$ cat src/rtl/mem_port_arbiter.sv
// mem_port_arbiter: round-robin arbiter that merges a fetch port and a data port
// onto one memory port. It allows a single outstanding transaction, times out a
// missing response, and flags responses that arrive when none is expected.
module mem_port_arbiter #(
    parameter int unsigned ADDR_W  = 32,
    parameter int unsigned DATA_W  = 32,
    parameter int unsigned TIMEOUT = 255
) (
    input  logic                clk_i,
    input  logic                rst_i,
    // fetch port
    input  logic                if_req_i,
    input  logic [ADDR_W-1:0]   if_addr_i,
    output logic                if_gnt_o,
    output logic                if_rvalid_o,
    output logic [DATA_W-1:0]   if_rdata_o,
    // data port
    input  logic                dm_req_i,
    input  logic                dm_we_i,
    input  logic [DATA_W/8-1:0] dm_be_i,
    input  logic [ADDR_W-1:0]   dm_addr_i,
    input  logic [DATA_W-1:0]   dm_wdata_i,
    output logic                dm_gnt_o,
    output logic                dm_rvalid_o,
    output logic [DATA_W-1:0]   dm_rdata_o,
    // memory port
    output logic                mem_req_o,
    output logic                mem_we_o,
    output logic [DATA_W/8-1:0] mem_be_o,
    output logic [ADDR_W-1:0]   mem_addr_o,
    output logic [DATA_W-1:0]   mem_wdata_o,
    input  logic                mem_gnt_i,
    input  logic                mem_rvalid_i,
    input  logic [DATA_W-1:0]   mem_rdata_i,
    // error pulse
    output logic                err_o
);

    localparam int unsigned BE_W  = DATA_W / 8;
    localparam int unsigned CNT_W = 10;
    // Last wait cycle: a response-less cycle at this count completes the timeout.
    localparam logic [CNT_W-1:0] TO_LAST = CNT_W'(TIMEOUT - 1);

    // Owner / last-served encoding.
    localparam logic OWN_IF = 1'b0;
    localparam logic OWN_DM = 1'b1;

    typedef enum logic [1:0] {
        IDLE = 2'd0,
        REQ  = 2'd1,
        RSP  = 2'd2
    } state_t;

    state_t             r_state;
    state_t             w_state_nxt;
    logic               r_owner;
    logic               r_last;
    logic               w_last_nxt;
    logic               r_we;
    logic [BE_W-1:0]    r_be;
    logic [ADDR_W-1:0]  r_addr;
    logic [DATA_W-1:0]  r_wdata;
    logic [CNT_W-1:0]   r_cnt;
    logic [CNT_W-1:0]   w_cnt_nxt;
    logic               r_err;
    logic               w_err_nxt;
    logic               w_load;
    logic               w_sel_dm;
    logic               w_in_req;
    logic               w_in_rsp;

    // State register.
    always_ff @(posedge clk_i or posedge rst_i) begin
        if (rst_i) begin
            r_state <= IDLE;
        end else begin
            r_state <= w_state_nxt;
        end
    end

    // Next state, arbitration decision, timeout counter and error detection.
    always_comb begin
        w_state_nxt = r_state;
        w_load      = 1'b0;
        w_sel_dm    = 1'b0;
        w_cnt_nxt   = r_cnt;
        w_err_nxt   = 1'b0;
        w_last_nxt  = r_last;
        case (r_state)
            IDLE: begin
                if (if_req_i || dm_req_i) begin
                    w_load      = 1'b1;
                    // dm wins alone, or on a tie when fetch was served last.
                    w_sel_dm    = dm_req_i && (!if_req_i || (r_last == OWN_IF));
                    w_state_nxt = REQ;
                end
                if (mem_rvalid_i) begin
                    w_err_nxt = 1'b1;
                end
            end
            REQ: begin
                if (mem_gnt_i) begin
                    w_state_nxt = RSP;
                    w_cnt_nxt   = '0;
                    w_last_nxt  = r_owner;
                end
                if (mem_rvalid_i) begin
                    w_err_nxt = 1'b1;
                end
            end
            RSP: begin
                if (mem_rvalid_i) begin
                    w_state_nxt = IDLE;
                end else if (r_cnt == TO_LAST) begin
                    w_state_nxt = IDLE;
                    w_err_nxt   = 1'b1;
                end else begin
                    w_cnt_nxt = r_cnt + CNT_W'(1);
                end
            end
            default: begin
                w_state_nxt = IDLE;
            end
        endcase
    end

    // Owner, payload capture, last-served marker, counter and error pulse.
    always_ff @(posedge clk_i or posedge rst_i) begin
        if (rst_i) begin
            r_owner <= OWN_IF;
            r_last  <= OWN_IF;
            r_we    <= 1'b0;
            r_be    <= '0;
            r_addr  <= '0;
            r_wdata <= '0;
            r_cnt   <= '0;
            r_err   <= 1'b0;
        end else begin
            r_last <= w_last_nxt;
            r_cnt  <= w_cnt_nxt;
            r_err  <= w_err_nxt;
            if (w_load) begin
                r_owner <= w_sel_dm ? OWN_DM : OWN_IF;
                if (w_sel_dm) begin
                    r_we    <= dm_we_i;
                    r_be    <= dm_be_i;
                    r_addr  <= dm_addr_i;
                    r_wdata <= dm_wdata_i;
                end else begin
                    // Fetches are full-word reads.
                    r_we    <= 1'b0;
                    r_be    <= '1;
                    r_addr  <= if_addr_i;
                    r_wdata <= '0;
                end
            end
        end
    end

    assign w_in_req = (r_state == REQ);
    assign w_in_rsp = (r_state == RSP);

    // Memory request side driven straight from registers.
    assign mem_req_o   = w_in_req;
    assign mem_we_o    = r_we;
    assign mem_be_o    = r_be;
    assign mem_addr_o  = r_addr;
    assign mem_wdata_o = r_wdata;

    // Grants and responses pass through to the owner in the same cycle.
    assign if_gnt_o    = w_in_req && (r_owner == OWN_IF) && mem_gnt_i;
    assign dm_gnt_o    = w_in_req && (r_owner == OWN_DM) && mem_gnt_i;
    assign if_rvalid_o = w_in_rsp && (r_owner == OWN_IF) && mem_rvalid_i;
    assign dm_rvalid_o = w_in_rsp && (r_owner == OWN_DM) && mem_rvalid_i;
    assign if_rdata_o  = if_rvalid_o ? mem_rdata_i : '0;
    assign dm_rdata_o  = dm_rvalid_o ? mem_rdata_i : '0;

    assign err_o = r_err;

endmodule

$ cat config.mk
export PLATFORM = sky130hd
export DESIGN_NAME = mem_port_arbiter
export DESIGN_NICKNAME = d
export VERILOG_FILES = /design/src/rtl/mem_port_arbiter.sv
export SDC_FILE = /design/constraint.sdc
export NUM_CORES = 1
export LEC_CHECK = 0
export ABC_AREA = 1
export BUFFER_PORTS_ARGS = -buffer_cell sky130_fd_sc_hd__buf_4
export CAP_MARGIN = 10
export CORE_AREA = 2 2 107 109
export DETAILED_ROUTE_END_ITERATION = 8
export DIE_AREA = 0 0 109 111
export MAX_ROUTING_LAYER = met4
export PLACE_DENSITY_LB_ADDON = 0.3
export SLEW_MARGIN = 10
export SYNTH_ARGS = -nofsm -noshare
export SYNTH_HDL_FRONTEND = slang
export SYNTH_SLANG_ARGS = --single-unit
$ cat constraint.sdc
create_clock -name clk_i -period 2.6 [get_ports clk_i]
set_input_delay 0.13 -clock clk_i [delete_from_list [all_inputs] [get_ports clk_i]]
set_output_delay 0.13 -clock clk_i [all_outputs]
set_load 0.005 [all_outputs]
### Yosys cells after proc, flatten, opt, wreduce, memory -nomap -nowiden

Cells that the tools add are included.

* register bits: 84
* input bits: 139
* output and inout bits: 139
* logic and storage cells: 62

* add/subtract/negate cells: 1
* eq/ne operators: 8
* multiplexer cells: 24
* bitwise operators: 2
* reductions and logical operators: 18

Operator list (number)
* 32-bit two-way mux: 4
* 10-bit two-way mux: 3
* 10-bit case mux with 2 select lines: 1
* 10-bit by 1-bit adder with 10-bit output, second input constant: 1
* 10-bit by 8-bit == test with 1-bit output, second input constant: 1
* 1-bit logical AND: 9
* 1-bit two-way mux: 9
* 2-bit two-way mux: 4
* 2-bit inequality test, second input constant: 4
* 2-bit case mux with 3 select lines: 1
* 4-bit two-way mux: 1
* 4-bit AND reduction: 1
* 3-bit by 2-bit inequality test with 1-bit output, second input constant: 1
* 3-bit AND reduction: 1
* 2-bit by 1-bit == test with 1-bit output, second input constant: 1
* 2-bit == test, second input constant: 1
* 2-bit logical NOT: 1
* 1-bit logical OR: 2
* 1-bit inverter: 2
* 1-bit case mux with 2 select lines: 1
* 2-bit AND reduction: 1
* 2-bit nonzero test: 1
* 2-bit OR reduction: 1
* 1-bit logical NOT: 1

### Depth between registers and ports, before layout

* word-level depth: 6
* depth in mapped cells: 10
* depth with buffers taken out: 9

### Worst setup path before layout

Ideal clock, no wire load.

* path kind: register -> register
* start point: register r_cnt[0]
* end point: register r_cnt[0]
* library setup time: 0.127 ns
* arrival: 1.210 ns
* data required time: 2.473 ns
* setup slack: 1.263 ns
* stages on the path, launching flop included: 11
* buffers on the path: 1
* clock period less this slack: 1.337 ns
* path through: dfrtp_1 > inv_1 > ha_1 > inv_1 > nor2_1 > nand3_1 > nand2_1 > buf_4 > inv_1 > nand2_1 > o21ai_0

* cells in the longest elaborated chain, start to end: 4
* elaborated cells on any way between the ends: 7
* classes of those cells: 1 x add/sub; 2 x eq/ne; 3 x mux; 1 x reduce/logical

Ends and longest elaborated chain
* from (decl): line 63 `logic [CNT_W-1:0] r_cnt;`
* from (signal assigned): line 140 `r_cnt <= w_cnt_nxt;`
* 10-bit by 1-bit adder with 10-bit output: line 118 `w_cnt_nxt = r_cnt + CNT_W'(1);`
* 10-bit two-way mux: line 114 `end else if (r_cnt == TO_LAST) begin`
* 10-bit two-way mux: line 112 `if (mem_rvalid_i) begin`
* 10-bit case mux with 2 select lines: line 89 `case (r_state)`

Parallel ways exist; a longest one is shown, timed or not. The select of a mux whose other input is x is not followed.
A chain may end at the register's enable or synchronous reset.

### Worst setup path after layout

* start point: register r_state[1]
* end point: output dm_rdata_o[24]

* cells in the longest elaborated chain, start to end: 4

Ends and longest elaborated chain
* from (decl): line 54 `state_t r_state;`
* from (signal assigned): line 77 `r_state <= w_state_nxt;`
* 2-bit == test: line 161 `assign w_in_rsp = (r_state == RSP);`
* 1-bit logical AND (2 in a row): line 174 `assign dm_rvalid_o = w_in_rsp && (r_owner == OWN_DM) && mem_rvalid_i;`
* 32-bit two-way mux: line 176 `assign dm_rdata_o = dm_rvalid_o ? mem_rdata_i : '0;`
* to (decl): line 25 `output logic [DATA_W-1:0] dm_rdata_o,`

Every way passes these cells.

==> results.yml <==
clocking:
  cts_buffers: 9
  cts_sinks: 84
  cts-root-buf: "clkbuf_16"
  cts_tree: "done"
  insertion_delay_ps: 340
  cts_max_level: 3
  cts_max_path_buffers: 2
  clkSlewWorstSetupHoldPaths_ps: 60
  cts_setup_buffers: 0
timing:
  max_freq_mhz: 506
  period_share: 0.760
  period_minus_slack_ps: 1980
  final_max_slew_viol_count: 0
  relSlewSlack: 0.311
  final.setup.tns_ps: 0
  worstMarginPinSlew_ps: 1030
  setup_viol: 0
  hold_viol: 0
  skew_ps: 6.49
  grt_setup_unrepaired: "no"
place:
  dpl.cell_count: 885
  dp_hpwl_um: 10600
  gp_routability_congestion: 0.890
  io_buffer_count: 277
critical_path:
  arrival_ps: 1850
  cpMaxStageDelayCell: "dfrtp_1"
  worstSetupPathType: "flop to output pin"
  critPathMaxStageDelay_ps: 420
  cp-start-kind: "flop"
  crit_family: "buffers and inverters"
  cp-end-kind: "output pin"
  worstPathRequired_ps: 2470
  cp.depth: 7
  critical_path_buf_inv_count: 3
  cp_max_fo: 32
  r2r_cells: 5
  crit_chain: "nand2_2 > inv_1 > nand2_1 > nor2_2 > inv_2 > nor2_1 > buf_4"
grt:
  grt.total_usage: 0.243
  first_global_vias: 4415
  grt_pass1_wl_um: 22000
  antenna_found_initial: 0
  grt_overflow: 0
  grt_max_degree: 66
final_layout:
  stdcell_count: 912
  layout-drive-gt1-share: 0.398
  regArea_um2: 2100
  fillers: 985
  area_growth_pct: 63.7
  diodes: 0
  multi_input_area_um2: 1590
  nNetsFinal: 905
routing:
  drc_errors: 0
  ant_nets: 0
  drt_iter0_markers: 289
  viasPerCell: 4.86
  vias: 4432
  drt-total-wl_um: 14300
  wl_per_cell_um: 15.7
  drt_first_pass_iters: 7
job:
  cap_violations: 0
yosys:
  syn_area_um2: 4010
  syn-num-nets: 630
  synth-main-ff-cell: "dfrtp_1"
  ys_top_cells_by_count: "nor2_1 (117), dfrtp_1 (84), nand2_1 (77)"
  ys_ff_latch: 84
  synth_cell_type_count: 24
  ys_top_cells_by_area: "dfrtp_1 (52%), nor2_1 (11%), a22o_1 (7.2%)"
  yosysSeqAreaShare: 0.524
  syn_inst: 489
  yosysTopAreaCell: "dfrtp_1"
  syn_area_per_cell_um2: 8.21
  yosysWarnings: 0
  netlist.area_leader.share: 0.524
  synth_edf_count: 0
  ys_async_sr_fraction: 1.00
  yosysMostFrequentCell: "nor2_1"
pwr:
  pwr-share-clk: 0.210
  p_leak_nw: 3.55
  peakVddDrop_mv: 0.404
  power_frac_seq: 0.371
  finalPower_mw: 5.58
  p_switching_mw: 1.96
  comb_power_share: 0.419
  power_switching_share: 0.351
  cellPowerDensity_nw_per_um2: 850
  p_int_mw: 3.62
min_path:
  hold_path_class: "input port to flop"
  worst_hold_path.num_cells: 2
die:
  die_x_um: 109
  rows: 39
  pin_count: 278
  coreArea_um2: 11100
  die_y_um: 111
  dieArea_um2: 12100
  initial_utilization: 0.362
outcome:
  status: "finished, final reports clean"
flip-flops by register name, summed over array words and instances, names as in the netlist:
signal,flops
mem_be_o,4
r_owner,1
r_last,1
r_cnt,10
mem_wdata_o,32
err_o,1
r_state,2
mem_we_o,1
mem_addr_o,32
final cells by class:
cell class / count / area share
Timing Repair Buffer: 292 / 0.342
Clock buffer: 11 / 0.0369
Multi-Input combinational cell: 328 / 0.242
Tap cell: 143 / 0.0272
Sequential cell: 84 / 0.320
Clock inverter: 5 / 0.00419
Inverter: 49 / 0.0282
placed cells by master, fill, tap and decap left out, types with 11 or more instances in the layout:
cell           netlist  final
a22o_1              33     33
buf_4                7    279
dfrtp_1             84     84
dlygate4sd3_1        0     11
inv_1               46     45
nand2_1             77     77
nand3_1             15     15
nor2_1             117    117
o21ai_0             40     40
o21ai_1             24     24
path summary, 6_finish.rpt:
| kind | startpoint | to | slack, ps |
|---|---|---|---|
| worst max register to register | r_state[1] | mem_addr_o[12] | 630 |
| max in group asynchronous | rst_i | mem_addr_o[0] | 1470 |
| worst min register to register | mem_addr_o[13] | mem_addr_o[13] | 490 |
| min in group asynchronous | rst_i | mem_wdata_o[25] | 450 |
| worst max-delay path | r_state[1] | dm_rdata_o[24] | 620 |
| worst min-delay path | dm_wdata_i[26] | mem_wdata_o[26] | 9 |
metal layers:
metal	vias to the layer above	wire length, um	track usage
met3	41	1160	0.0482
met4	0	671	0.144
li1	2112	-	-
met1	2063	5140	0.262
met2	216	7310	0.407
met5	-	0	-
power groups by stage:
stage,clock [mW],combinational [mW],sequential [mW]
2_1_floorplan,0,1.11,2.07
3_3_place_gp,0,2.29,2.07
3_5_place_dp,0,2.36,2.07
4_1_cts,1.20,2.36,2.07
5_1_grt,1.27,2.59,2.13
6_report,1.17,2.34,2.07
stage by stage:
step	hold WS [ps]	cell area (um^2)	worst slack, ps	util
floorplan	226	4010	305	-
finish	9.30	6570	623	0.593
CTS	0.780	6560	601	0.592
global placement	253	6190	577	0.559
global route	2.17	6570	371	0.593
detailed placement	264	6190	519	0.559
cells by family (layout without fill, tap and decap cells):
logic type      count (synthesis)  count (layout)  synth area share
compound gates                108             108             0.171
xor+xnor                        2               2           0.00436
fa+ha+maj                       2               2           0.00623
buf+inv                        77             357            0.0832
flops                          84              84             0.524
simple gates                  216             216             0.211
timing repair:
action | CTS | global route
endpoints found under the hold margin | 48 | 1
hold buffers | 10 | 1
gates resized for setup | 0 | 0
Note: power is estimated with default switching activity, not from simulation.
